--- src/rtl/ifu_pkg.sv ---
// -----------------------------------------------------------------------------
// ifu_pkg -- shared MIPS definitions used by the instruction fetch unit.
//   * Default reset PC and exception vector
//   * Exception codes written into ExcCode_D
//   * Instruction memory address window (0x3000..0x4ffc)
//   * Helper for the sequential next-PC computation
// -----------------------------------------------------------------------------
package ifu_pkg;

    localparam logic [31:0] RESET_PC_DEF = 32'h0000_3000;
    localparam logic [31:0] EXC_VEC_DEF  = 32'h0000_4180;

    localparam logic [4:0]  EXC_NONE     = 5'd0;
    localparam logic [4:0]  EXC_ADEL     = 5'd4;

    localparam logic [31:0] IM_ADDR_LO   = 32'h0000_3000;
    localparam logic [31:0] IM_ADDR_HI   = 32'h0000_4ffc;

    localparam logic [31:0] PC_STEP      = 32'd4;
    localparam logic [31:0] NOP_INSTR    = 32'h0000_0000;

    // Sequential successor; the carry out of bit 31 is dropped so
    // 32'hFFFF_FFFC wraps to zero.
    function automatic logic [31:0] pc_incr(input logic [31:0] pc);
        return pc + PC_STEP;
    endfunction

endpackage

--- src/rtl/ifu_pc.sv ---
// -----------------------------------------------------------------------------
// ifu_pc -- fetch-stage PC register and next-PC selection.
// Ports:
//   clk, reset            clock, asynchronous active-high reset
//   exc_req, eret_req     exception entry / return redirect (override stall)
//   epc                   eret return address
//   stall                 hold the PC
//   br_taken, br_target   branch/jump resolved in D and its target
//   pc_f                  current fetch PC (registered)
//   pc_next               selected next PC (combinational)
//   redirect              exc_req or eret_req is steering the next PC
// Targets are taken as-is; misaligned or out-of-window addresses are
// reported by the instruction memory on the following fetch.
// -----------------------------------------------------------------------------
module ifu_pc
    import ifu_pkg::*;
#(
    parameter logic [31:0] RESET_PC = RESET_PC_DEF,
    parameter logic [31:0] EXC_VEC  = EXC_VEC_DEF
) (
    input  logic        clk,
    input  logic        reset,
    input  logic        exc_req,
    input  logic        eret_req,
    input  logic [31:0] epc,
    input  logic        stall,
    input  logic        br_taken,
    input  logic [31:0] br_target,
    output logic [31:0] pc_f,
    output logic [31:0] pc_next,
    output logic        redirect
);

    // Next-PC priority: exception, eret, stall hold, branch, sequential.
    always_comb begin
        pc_next  = pc_incr(pc_f);
        redirect = exc_req | eret_req;
        if (exc_req) begin
            pc_next = EXC_VEC;
        end else if (eret_req) begin
            pc_next = epc;
        end else if (stall) begin
            pc_next = pc_f;
        end else if (br_taken) begin
            pc_next = br_target;
        end else begin
            pc_next = pc_incr(pc_f);
        end
    end

    // PC register; reset forces the first fetch to RESET_PC.
    always_ff @(posedge clk or posedge reset) begin
        if (reset) begin
            pc_f <= RESET_PC;
        end else begin
            pc_f <= pc_next;
        end
    end

endmodule

--- src/rtl/ifu.sv ---
// -----------------------------------------------------------------------------
// ifu -- MIPS instruction fetch unit: PC (ifu_pc) plus the F/D pipeline
// register and an optional fetch counter.
// Ports:
//   clk, reset                 clock, asynchronous active-high reset
//   IM_PC / IM_Instr / IM_AdEL instruction memory address, data, address error
//   Stall                      hold PC and F/D register
//   Br_Taken, Br_Target        branch/jump redirect resolved in D
//   Is_Jump_D                  next fetched word is a delay slot (sets BD_D)
//   Exc_Req, Eret_Req, EPC     exception entry / return and return address
//   Instr_D, PC_D, Valid_D,
//   ExcCode_D, BD_D            F/D register outputs
//   Fetch_Cnt                  words loaded into D
// Build option: define IFU_FETCH_CNT_EN to enable the Fetch_Cnt counter;
// otherwise Fetch_Cnt is tied to zero.
// -----------------------------------------------------------------------------
module ifu
    import ifu_pkg::*;
#(
    parameter logic [31:0] RESET_PC = RESET_PC_DEF,
    parameter logic [31:0] EXC_VEC  = EXC_VEC_DEF
) (
    input  logic        clk,
    input  logic        reset,
    output logic [31:0] IM_PC,
    input  logic [31:0] IM_Instr,
    input  logic        IM_AdEL,
    input  logic        Stall,
    input  logic        Br_Taken,
    input  logic [31:0] Br_Target,
    input  logic        Is_Jump_D,
    input  logic        Exc_Req,
    input  logic        Eret_Req,
    input  logic [31:0] EPC,
    output logic [31:0] Instr_D,
    output logic [31:0] PC_D,
    output logic        Valid_D,
    output logic [4:0]  ExcCode_D,
    output logic        BD_D,
    output logic [31:0] Fetch_Cnt
);

    logic [31:0] pc_f_s;
    logic [31:0] pc_next_s;
    logic        redirect_s;
    logic        advance_s;

    ifu_pc #(
        .RESET_PC (RESET_PC),
        .EXC_VEC  (EXC_VEC)
    ) u_pc (
        .clk       (clk),
        .reset     (reset),
        .exc_req   (Exc_Req),
        .eret_req  (Eret_Req),
        .epc       (EPC),
        .stall     (Stall),
        .br_taken  (Br_Taken),
        .br_target (Br_Target),
        .pc_f      (pc_f_s),
        .pc_next   (pc_next_s),
        .redirect  (redirect_s)
    );

    assign IM_PC = pc_f_s;

    // A word enters D only when nothing redirects and nothing stalls.
    assign advance_s = ~redirect_s & ~Stall;

    // F/D register: flush on redirect, hold on stall, else load the fetch.
    always_ff @(posedge clk or posedge reset) begin
        if (reset) begin
            Instr_D   <= NOP_INSTR;
            PC_D      <= 32'h0000_0000;
            Valid_D   <= 1'b0;
            ExcCode_D <= EXC_NONE;
            BD_D      <= 1'b0;
        end else if (redirect_s) begin
            // PC_D tracks the redirect target so a flushed slot still
            // carries a meaningful address.
            Instr_D   <= NOP_INSTR;
            PC_D      <= pc_next_s;
            Valid_D   <= 1'b0;
            ExcCode_D <= EXC_NONE;
            BD_D      <= 1'b0;
        end else if (Stall) begin
            Instr_D   <= Instr_D;
            PC_D      <= PC_D;
            Valid_D   <= Valid_D;
            ExcCode_D <= ExcCode_D;
            BD_D      <= BD_D;
        end else begin
            // A faulting fetch is replaced by a nop tagged with AdEL.
            Instr_D   <= IM_AdEL ? NOP_INSTR : IM_Instr;
            PC_D      <= pc_f_s;
            Valid_D   <= 1'b1;
            ExcCode_D <= IM_AdEL ? EXC_ADEL : EXC_NONE;
            BD_D      <= Is_Jump_D;
        end
    end

`ifdef IFU_FETCH_CNT_EN
    // Fetch counter: counts every load into D, wrapping at 2^32.
    always_ff @(posedge clk or posedge reset) begin
        if (reset) begin
            Fetch_Cnt <= 32'h0000_0000;
        end else if (advance_s) begin
            Fetch_Cnt <= Fetch_Cnt + 32'd1;
        end else begin
            Fetch_Cnt <= Fetch_Cnt;
        end
    end
`else
    assign Fetch_Cnt = 32'h0000_0000;
`endif

endmodule

--- config.mk ---
export PLATFORM = sky130hd
export DESIGN_NAME = ifu
export DESIGN_NICKNAME = d
export VERILOG_FILES = /design/src/rtl/ifu_pkg.sv /design/src/rtl/ifu_pc.sv /design/src/rtl/ifu.sv
export SDC_FILE = /design/constraint.sdc
export NUM_CORES = 1
export LEC_CHECK = 0
export ABC_AREA = 1
export CORE_ASPECT_RATIO = 0.8
export CORE_MARGIN = 5
export CORE_UTILIZATION = 45
export DETAILED_ROUTE_END_ITERATION = 8
export GPL_ROUTABILITY_DRIVEN = 0
export PLACE_DENSITY = 0.94
export SLEW_MARGIN = 20
export SYNTH_ARGS = -nofsm -noshare
export SYNTH_HDL_FRONTEND = slang
export SYNTH_HIERARCHICAL = 1
export SYNTH_SLANG_ARGS = --single-unit
--- constraint.sdc ---
create_clock -name clk -period 2.59 [get_ports clk]
set_input_delay 0.6475 -clock clk [delete_from_list [all_inputs] [get_ports clk]]
set_output_delay 0.6475 -clock clk [all_outputs]
set_load 0.01 [all_outputs]
==> qor.yml, run 1 <==
routing:
  post_drt_wl_per_cell_um: 16.1
  via_per_inst: 5.17
  drt-total-wl_um: 20500
  drc: 0
  drt_iter0_markers: 626
  first_pass_iters: 6
  ant_nets: 0
  num_vias: 6592
grt:
  grtUsageTotal_pct: 25.0
  grt_pass1_vias: 6369
  grt_overflow_total: 0
  grt_antenna_before_repair: 0
  grt_pass1_wl_um: 32000
  grt_max_degree: 57
sta:
  fin_skew_ns: 0.00675
  fin_crit_ns: 2.18
  final_max_slew_viol_count: 0
  fin_tns_setup_ns: 0
  hold_viol_final: 0
  grt_setup_unrepaired: "no"
  timing.final.crit_share_pct: 84.3
  worst_pin_slew_ns: 0.952
  fmax_mhz: 458
  setup_viol: 0
  slew_headroom_pct: 36.5
setup_path:
  critPathBufInv: 1
  cp_cell_sequence: "clkdlybuf4s50_1"
  endpoint_kind: "output port"
  start_kind: "flip-flop"
  crit_path_max_incr_delay_ns: 0.61
  required_ns: 1.94
  path_max_fanout: 6
  path_class: "reg -> out"
  cp_slowest_cell: "dfstp_2"
  cp.arrival_ns: 1.54
  r2r_slack_ns: 0.44
  crit_family: "flip-flops"
clocking:
  cts.sink_count: 99
  cts_resized: 0
  postCtsHoldBufs: 0
  cts_buffers: 9
  cts-htree-levels: 3
  worstSkewPairLatency_ns: 0.35
  clk_pin_slew_worst_paths_ns: 0.07
  cts_buffer_depth: 2
  cts_setup_buffers: 0
  cts_root_buf: "clkbuf_16"
  tritoncts: "yes"
yosys:
  synthFlopType: "dfrtp_1"
  synth.largest_area_cell: "dfrtp_1"
  syn_area_um2: 6100
  synth-seq-cells: 99
  synth_edf_count: 0
  yosysWarnings: 6
  synth_cell_type_count: 33
  ys_seq_area_share_pct: 40.7
  synth.area.top_cells: "dfrtp_1, nand2_1, nand3_1"
  async_flop_share_pct: 100
  synth_cells: 892
  avgSynthCellArea_um2: 6.84
  synth_top_area_share_pct: 39.8
pwr:
  power_density_nw_per_um2: 480
  ir_drop_uv: 324
  leakage_nw: 4.10
  switching_share_pct: 29.3
  pwr-share-comb_pct: 23.1
  p_int_w: 0.00290
  switching_power_w: 0.00120
  p_clk_share_pct: 33.6
  seqPwrFrac_pct: 43.3
place:
  dp.cells: 1259
  portBuffers: 202
  dp_hpwl_um: 15300
floorplan:
  core_area_um2: 13400
  die_h_um: 114
  initial_core_util_pct: 45.5
  dieArea_um2: 16000
  rows: 38
  die_x_um: 140
  ios: 239
cells_and_area:
  fillCellCount: 1161
  drive_gt1_share_pct: 7.31
  final_cell_mix: "nand2_1, clkdlybuf4s50_1, dfrtp_1, inv_1, nand3_1"
  mostFrequentLayoutCell: "nand2_1"
  num_antenna_cells: 0
  post_layout_nonfiller_instances: 1275
  areaGrowthSynthToFinish_pct: 39.9
  final_nets: 1195
min_path:
  hold_path_class: "reg -> reg"
outcome:
  status: "complete, no violations"
flow_run:
  cap_violations: 0
metal layers:
| metal | wire length, um | track usage (%) | vias to the layer above |
|---|---|---|---|
| met5 | 0 | 0 | - |
| met4 | 431 | 7.94 | 0 |
| met3 | 2350 | 8.23 | 58 |
| met2 | 9520 | 40.3 | 431 |
| met1 | 8180 | 32.0 | 2992 |
| li1 | - | - | 3111 |
sequential cells by signal, indices dropped and copies added (netlist names):
signal     count
PC_D          32
Valid_D        1
ExcCode_D      1
Instr_D       32
BD_D           1
u_pc/pc_f     32
cell usage after synthesis, drive strengths merged, types with 4 or more instances:
| cell type | count |
|---|---|
| a21oi | 46 |
| buf | 61 |
| clkbuf | 16 |
| dfrtp | 97 |
| inv | 93 |
| nand2 | 351 |
| nand3 | 90 |
| nand3b | 7 |
| nor2 | 70 |
| o211ai | 15 |
| o21ai | 29 |
| or2 | 4 |
kinds of logic after synthesis:
group,after synthesis,share of synthesized area (%)
and+or+nand+nor,524,36.3
buffers and inverters,171,13.7
DFF,99,40.7
AOI/OAI and AO/OA,93,8.58
muxes,2,0.328
adders and majority gates,1,0.205
other,1,0.0615
xor gates and xnor gates,1,0.144
tightest hold or removal path, stage by stage (launching register included):
cell and delay [ns]:
dfrtp_1 0.34, nand2_1 0.05, nand2_1 0.04
stage by stage:
step / power [W] / utilization (%) / setup WS, ns / instance area, um2 / hold WS [ns]
after CTS: 0.00412 / 63.6 / 0.401 / 8530 / 0.478
after detailed placement: 0.00273 / 61.4 / 0.121 / 8230 / 0.460
after global routing: 0.00428 / 63.6 / 0.282 / 8530 / 0.499
final: 0.00410 / 63.6 / 0.406 / 8530 / 0.474
after global placement: 0.00271 / 61.4 / 0.183 / 8230 / 0.455
after floorplan: 0.00224 / - / 0.259 / 6230 / 0.507
power by group through the flow:
stage          combinational (W)  sequential (W)  clock [W]
2_1_floorplan           0.000423         0.00181          0
3_3_place_gp            0.000919         0.00179          0
3_5_place_dp            0.000936         0.00180          0
4_1_cts                 0.000942         0.00177    0.00141
5_1_grt                  0.00103         0.00179    0.00146
6_report                0.000944         0.00177    0.00138
layout make-up:
| type | instances | area [um2] | area share (%) |
|---|---|---|---|
| multi-input combinational | 657 | 2920 | 34.2 |
| sequential | 99 | 2480 | 29.1 |
| timing repair buffer | 229 | 2250 | 26.4 |
| inverter | 94 | 353 | 4.14 |
| clock buffer | 10 | 239 | 2.80 |
| tap | 180 | 225 | 2.64 |
| clock inverter | 6 | 65.1 | 0.763 |
worst paths after layout:
kind / from / endpoint / cells after the start
max reg2reg: u_pc/pc_f[2]$_DFF_PP0_ / PC_D[24]$_DFFE_PP0P_ / 15
min reg2reg: ExcCode_D[2]$_DFFE_PP0P_ / ExcCode_D[2]$_DFFE_PP0P_ / 2
min in group asynchronous: reset / Instr_D[30]$_DFFE_PP0P_ / 3
max: u_pc/pc_f[12]$_DFF_PP1_ / IM_PC[12] / 1
min: ExcCode_D[2]$_DFFE_PP0P_ / ExcCode_D[2]$_DFFE_PP0P_ / 2
max in group asynchronous: reset / u_pc/pc_f[13]$_DFF_PP1_ / 3
Power figures use the tool's default switching activity.
==> run 2, diff against run 1 <==
--- a/config.mk
+++ b/config.mk
@@ -8,10 +8,10 @@
 export ABC_AREA = 1
 export CORE_ASPECT_RATIO = 0.8
 export CORE_MARGIN = 5
-export CORE_UTILIZATION = 45
+export CORE_UTILIZATION = 40
 export DETAILED_ROUTE_END_ITERATION = 8
 export GPL_ROUTABILITY_DRIVEN = 0
-export PLACE_DENSITY = 0.94
+export PLACE_DENSITY = 0.89
 export SLEW_MARGIN = 20
 export SYNTH_ARGS = -nofsm -noshare
 export SYNTH_HDL_FRONTEND = slang
==> constraint.sdc (replaced) <==
create_clock -name clk -period 1.85 [get_ports clk]
set_input_delay 0.4625 -clock clk [delete_from_list [all_inputs] [get_ports clk]]
set_output_delay 0.4625 -clock clk [all_outputs]
set_load 0.01 [all_outputs]
==> run 2 against run 1 <==
Effect of this change:
- the flow now finishes with violations (negative setup slack)
- clock skew grew 0.0015 ns
- worst hold slack gained 0.0011 ns
- sequential power grew 38%
- combinational power grew 61%
- wire length grew 8.5%
- register-to-register slack lost 0.50 ns
- critical path type is now reg -> reg
- critical endpoint is now PC_D[18]$_DFFE_PP0P_
- highest routed layer unchanged
==> qor.yml, run 2 (same netlist as run 1, synthesis figures left out) <==
grt:
  grt_max_degree: 52  # was 57
  grt_antenna_before_repair: 0  # unchanged
  grtUsageTotal_pct: 23.5  # was 25.0%
  grt_pass1_wl_um: 33900  # was 32000 um
  grt_pass1_vias: 6832  # was 6369
  grt_overflow_total: 0  # unchanged
place:
  dp_slack_ns: -0.251  # was 0.121 ns
  placed_area_um2: 8640  # was 8230 um2
  portBuffers: 202  # unchanged
  dp_hpwl_um: 16200  # was 15300 um
routing:
  drt-total-wl_um: 22200  # was 20500 um
  first_pass_iters: 6  # unchanged
  drc: 0  # unchanged
  ant_nets: 0  # unchanged
  num_vias: 6898  # was 6592
  post_drt_wl_per_cell_um: 16.6  # was 16.1 um
  via_per_inst: 5.14  # was 5.17
  drt_iter0_markers: 656  # was 626
cells_and_area:
  num_antenna_cells: 0  # unchanged
  reg_top3: "Instr_D: 32 flops, PC_D: 32 flops, u_pc/pc_f: 32 flops"  # unchanged
  drive_gt1_share_pct: 15.4  # was 7.31%
  regArea_um2: 2490  # was 2480 um2
  final_nets: 1253  # was 1195
  fin_util_pct: 61.6  # was 63.6%
  multi_input_area_um2: 3120  # was 2920 um2
  final_cell_mix: "nand2_1, clkdlybuf4s50_1, dfrtp_1, inv_1, nand3_1"  # unchanged
  stdcell_area_um2: 9220  # was 8530 um2
  fillCellCount: 1228  # was 1161
  mostFrequentLayoutCell: "nand2_1"  # unchanged
  areaGrowthSynthToFinish_pct: 51.2  # was 39.9%
clocking:
  clk_pin_slew_worst_paths_ns: 0.07  # about the same
  cts_root_buf: "clkbuf_16"  # unchanged
  cts_buffers: 9  # unchanged
  cts-htree-levels: 3  # unchanged
  postCtsHoldBufs: 0  # unchanged
  tritoncts: "yes"  # unchanged
  cts_buffer_depth: 2  # unchanged
  worstSkewPairLatency_ns: 0.35  # about the same
  cts.sink_count: 99  # unchanged
sta:
  fmax_mhz: 523
  setup_ws_ns: -0.0630  # was 0.406 ns
  timing.final.crit_share_pct: 103
  fin_crit_ns: 1.91
  hold_viol_final: 0  # unchanged
  setup_viol: 11  # was 0
  fin_skew_ns: 0.00825  # was 0.00675 ns
  final_max_slew_viol_count: 0  # unchanged
  grt_setup_unrepaired: "yes"  # was no
setup_path:
  path_class: "reg -> reg"  # was reg -> out
  crit_path_max_incr_delay_ns: 0.59  # was 0.61 ns
  cp_cell_sequence: "nand2_2, nor2_4, nand2_2, nor2_4, nand2_2, nand2_1, buf_4, o211ai_1, nand3_1, nand2_1, inv_1, nand2_1, nand3_1, nand2_1"  # was clkdlybuf4s50_1
  r2r_slack_ns: -0.06  # was 0.44 ns
  start_kind: "flip-flop"  # unchanged
  path_max_fanout: 5  # was 6
  cp_slowest_cell: "dfstp_2"  # unchanged
  worst_path_most_repeated_cell: "nand2_1"
  endpoint_kind: "flip-flop"  # was output port
  required_ns: 2.09  # was 1.94 ns
  cp.arrival_ns: 2.16  # was 1.54 ns
floorplan:
  core_area_um2: 15000  # was 13400 um2
  initial_core_util_pct: 40.8  # was 45.5%
  dieArea_um2: 17800  # was 16000 um2
  ios: 239  # unchanged
  die_h_um: 120  # was 114 um
  die_x_um: 148  # was 140 um
  rows: 40  # was 38
pwr:
  p_int_w: 0.00401  # was 0.00290 W
  switching_power_w: 0.00173  # was 0.00120 W
  ir_drop_uv: 463  # was 324 uV
  p_total_w: 0.00574  # was 0.00410 W
  leakage_nw: 4.54  # was 4.10 nW
  pwr-share-comb_pct: 26.5  # was 23.1%
  switching_share_pct: 30.2  # was 29.3%
  seqPwrFrac_pct: 42.5  # was 43.3%
  p_clk_share_pct: 31.0  # was 33.6%
  power_density_nw_per_um2: 623  # was 480 nW/um2
min_path:
  hold_path_class: "reg -> reg"  # unchanged
flow_run:
  cap_violations: 0  # unchanged
outcome:
  status: "finished, violations left"  # was complete, no violations
  violations: "negative setup slack"
## run 2: changes by cell type in the layout (fill, tap and decap cells not counted), sizes merged
cell / change
buf: +58
bufinv: -1
clkbuf: +2
clkdlybuf4s15: +1
clkdlybuf4s50: -23
clkinv: -4
clkinvlp: +2
dlygate4sd2: +17
dlymetal6s2s: +5
## run 2: path summary, 6_finish.rpt
| kind | from | cells past startpoint | end |
|---|---|---|---|
| hold reg to reg | ExcCode_D[2]$_DFFE_PP0P_ | 2 | ExcCode_D[2]$_DFFE_PP0P_ |
| setup / recovery | u_pc/pc_f[12]$_DFF_PP1_ | 14 | PC_D[18]$_DFFE_PP0P_ |
| min in group asynchronous | reset | 3 | BD_D$_DFFE_PP0P_ |
| max in group asynchronous | reset | 3 | PC_D[31]$_DFFE_PP0P_ |
| hold / removal | ExcCode_D[2]$_DFFE_PP0P_ | 2 | ExcCode_D[2]$_DFFE_PP0P_ |
| setup reg to reg | u_pc/pc_f[12]$_DFF_PP1_ | 14 | PC_D[18]$_DFFE_PP0P_ |
## run 2: timing repair
item | CTS | global route
hold endpoints to repair | 0 | 0
endpoints found under the setup margin | 34 | 31
gates resized for setup | 30 | 58
buffers inserted | 3 | 10
gates cloned | 0 | 0
pin swaps | 1 | 31
## run 2: stage by stage
stage	cells	setup TNS, ns	hold slack [ns]
finish	1341	-0.261	0.475
global route	1341	-2.46	0.507
CTS	1331	0	0.484
detailed placement	1313	-11.55	0.466
global placement	1313	-9.71	0.455
floorplan	927	0	0.507
## run 2: power by group through the flow
stage | clock [W] | sequential, W | combinational, W
floorplan | 0 | 0.00254 | 0.000593
global placement | 0 | 0.00247 | 0.00144
detailed placement | 0 | 0.00247 | 0.00146
CTS | 0.00182 | 0.00243 | 0.00147
global route | 0.00188 | 0.00246 | 0.00166
finish | 0.00178 | 0.00244 | 0.00152
## run 2: final cells by class
cell class | instances | share of cell area, %
tap | 189 | 2.57
clock buffer | 12 | 2.67
sequential | 99 | 27.0
inverter | 94 | 3.90
multi-input combinational | 657 | 33.8
timing repair buffer | 287 | 29.8
clock inverter | 3 | 0.258
## run 2: layer usage
metal	wire [um]	part of all wire, %	global-route usage [%]	vias to the layer above
li1	-	-	-	3224
met1	8610	39	29.9	3219
met2	10600	48	38.4	404
met3	2460	11	7.31	51
met4	545	2.5	7.10	0
met5	0	0	0	-
## run 2: worst max-delay path, delay by kind of cell, from the launching register on
| family | cells | cell delay (ns) |
|---|---|---|
| simple gates | 11 | 0.96 |
| flops | 1 | 0.59 |
| compound gates | 1 | 0.09 |
| buf+inv | 2 | 0.16 |
==> run 3, diff against run 2 <==
--- a/config.mk
+++ b/config.mk
@@ -12,6 +12,7 @@
 export DETAILED_ROUTE_END_ITERATION = 8
 export GPL_ROUTABILITY_DRIVEN = 0
 export PLACE_DENSITY = 0.89
+export REMOVE_ABC_BUFFERS = 1
 export SLEW_MARGIN = 20
 export SYNTH_ARGS = -nofsm -noshare
 export SYNTH_HDL_FRONTEND = slang
==> run 3 against run 2 <==
Effect of this change:
- the run still ends with negative setup slack left
- global-route usage up 0.43 points
- clock power increased by 2%
- worst hold slack got worse by 0.018 ns
- wire length increased by 1.1%
- critical endpoint is now PC_D[27]$_DFFE_PP0P_
- largest cell class unchanged
==> qor.yml, run 3 (same netlist as run 1, synthesis figures left out) <==
pwr:
  pwr-share-comb_pct: 26.6  # was 26.5%
  seqPwrFrac_pct: 42.0  # was 42.5%
  switching_share_pct: 30.5  # was 30.2%
  switching_power_w: 0.00177  # was 0.00173 W
  power_density_nw_per_um2: 625  # was 623 nW/um2
  leakage_nw: 4.57  # was 4.54 nW
  ir_drop_uv: 459  # was 463 uV
  p_int_w: 0.00403  # was 0.00401 W
  p_clk_share_pct: 31.4  # was 31.0%
sta:
  setup_ws_ns: -0.0452  # was -0.0630 ns
  fmax_mhz: 528  # was 523 MHz
  fin_skew_ns: 0.00602  # was 0.00825 ns
  hold_viol_final: 0  # unchanged
  timing.final.crit_share_pct: 102  # was 103%
  grt_setup_unrepaired: "yes"  # unchanged
  fin_crit_ns: 1.90  # was 1.91 ns
  setup_viol: 2  # was 11
  final_max_slew_viol_count: 0  # unchanged
routing:
  via_per_inst: 5.08  # was 5.14
  first_pass_iters: 6  # unchanged
  drt_iter0_markers: 742  # was 656
  num_vias: 6848  # was 6898
  drt-total-wl_um: 22500  # was 22200 um
  drc: 0  # unchanged
  post_drt_wl_per_cell_um: 16.7  # was 16.6 um
  ant_nets: 0  # unchanged
grt:
  grt_overflow_total: 0  # unchanged
  grtUsageTotal_pct: 23.9  # was 23.5%
  grt_pass1_vias: 6604  # was 6832
  grt_pass1_wl_um: 34100  # was 33900 um
  grt_antenna_before_repair: 0  # unchanged
  grt_max_degree: 45  # was 52
cells_and_area:
  reg_top3: "Instr_D: 32 flops, PC_D: 32 flops, u_pc/pc_f: 32 flops"  # unchanged
  multi_input_area_um2: 3100  # was 3120 um2
  stdcell_area_um2: 9290  # was 9220 um2
  mostFrequentLayoutCell: "nand2_1"  # unchanged
  post_layout_nonfiller_instances: 1349  # was 1341
  drive_gt1_share_pct: 16.5  # was 15.4%
  num_antenna_cells: 0  # unchanged
  final_cell_mix: "nand2_1, clkdlybuf4s50_1, inv_1, nand3_1, dfrtp_1"  # was nand2_1, clkdlybuf4s50_1, dfrtp_1, inv_1, nand3_1
  areaGrowthSynthToFinish_pct: 52.3  # was 51.2%
  regArea_um2: 2490  # about the same
  fillCellCount: 1255  # was 1228
  final_nets: 1260  # was 1253
setup_path:
  start_kind: "flip-flop"  # unchanged
  path_max_fanout: 3  # was 5
  endpoint_kind: "flip-flop"  # unchanged
  cp.arrival_ns: 2.19  # was 2.16 ns
  cp_cell_sequence: "nand2_4, nor2_4, nand2_2, nor2_2, nand3b_1, nand3_1, nand2_1, a21oi_2, inv_1, nand2_1, nand3_1, nand2_1"  # was nand2_2, nor2_4, nand2_2, nor2_4, nand2_2, nand2_1, buf_4, o211ai_1, nand3_1, nand2_1, inv_1, nand2_1, nand3_1, nand2_1
  crit_family: "simple AND/OR/NAND/NOR gates"  # unchanged
  crit_path_max_incr_delay_ns: 0.59  # about the same
  path_class: "reg -> reg"  # unchanged
  required_ns: 2.15  # was 2.09 ns
  worst_path_most_repeated_cell: "nand2_1"  # unchanged
  critPathBufInv: 1  # was 2
  cp_slowest_cell: "dfstp_2"  # unchanged
clocking:
  cts_buffers: 9  # unchanged
  worstSkewPairLatency_ns: 0.36  # was 0.35 ns
  cts.sink_count: 99  # unchanged
  cts_root_buf: "clkbuf_16"  # unchanged
  cts-htree-levels: 3  # unchanged
  postCtsHoldBufs: 0  # unchanged
  cts_buffer_depth: 2  # unchanged
  tritoncts: "yes"  # unchanged
  clk_pin_slew_worst_paths_ns: 0.07  # about the same
floorplan:
  dieArea_um2: 17800  # unchanged
  ios: 239  # unchanged
  die_x_um: 148  # unchanged
  core_area_um2: 15000  # unchanged
  rows: 40  # unchanged
  die_h_um: 120  # unchanged
  initial_core_util_pct: 40.8  # unchanged
min_path:
  hold_path_class: "in -> async"  # was reg -> reg
place:
  placed_area_um2: 8700  # was 8640 um2
  dp.cells: 1316  # was 1313
  portBuffers: 202  # unchanged
  dp_hpwl_um: 16400  # was 16200 um
outcome:
  status: "finished, violations left"  # unchanged
  violations: "negative setup slack"  # unchanged
flow_run:
  cap_violations: 0  # unchanged
run 3: per-stage QoR:
step / hold WS [ns] / utilization, % / worst slack [ns] / power, W / TNS, ns
after floorplan: 0.509 / - / -1.24 / 0.00302 / -99.79
after global routing: 0.469 / 62.1 / -0.123 / 0.00607 / -1.61
after global placement: 0.460 / 58.1 / -0.250 / 0.00392 / -12.04
final: 0.456 / 62.1 / -0.0452 / 0.00580 / -0.0496
after CTS: 0.444 / 60.4 / 0.00144 / 0.00578 / 0
after detailed placement: 0.464 / 58.1 / -0.283 / 0.00394 / -14.85
run 3: power by group through the flow:
| stage | Clock (W) | Combinational, W | Sequential (W) |
|---|---|---|---|
| 6_report | 0.00182 | 0.00154 | 0.00244 |
| 5_1_grt | 0.00195 | 0.00166 | 0.00246 |
| 4_1_cts | 0.00186 | 0.00149 | 0.00243 |
| 3_5_place_dp | 0 | 0.00147 | 0.00247 |
| 3_3_place_gp | 0 | 0.00144 | 0.00247 |
| 2_1_floorplan | 0 | 0.000486 | 0.00254 |
run 3: routing by layer:
layer	wire length (um)	vias to the layer above	track usage (%)
li1	-	3244	-
met1	9260	3180	32.6
met2	10600	379	38.2
met3	2160	45	5.47
met4	476	0	6.98
met5	0	-	0
run 3: layout make-up:
cell class	count	share of cell area (%)
clock buffers	11	2.61
clock inverters	5	0.391
inverters	94	3.82
multi-input cells	657	33.4
flip-flops and latches	99	26.8
well taps	189	2.55
repair buffers	294	30.4
run 3: path summary, 6_finish.rpt:
kind	startpoint	endpoint	slack, ns	cells past startpoint
setup / recovery	u_pc/pc_f[12]$_DFF_PP1_	PC_D[27]$_DFFE_PP0P_	-0.05	12
hold / removal	reset	Instr_D[19]$_DFFE_PP0P_	0.46	2
setup reg to reg	u_pc/pc_f[12]$_DFF_PP1_	PC_D[27]$_DFFE_PP0P_	-0.05	12
hold reg to reg	PC_D[16]$_DFFE_PP0P_	PC_D[16]$_DFFE_PP0P_	0.48	2
max in group asynchronous	reset	Instr_D[0]$_DFFE_PP0P_	0.81	3
min in group clk	PC_D[16]$_DFFE_PP0P_	PC_D[16]$_DFFE_PP0P_	0.48	2
run 3: timing repair:
| action | CTS | global route |
|---|---|---|
| buffers inserted | 9 | 8 |
| gates resized for setup | 29 | 62 |
| endpoints found under the setup margin | 31 | 35 |
| hold endpoints to repair | 0 | 0 |
| pin swaps | 0 | 24 |
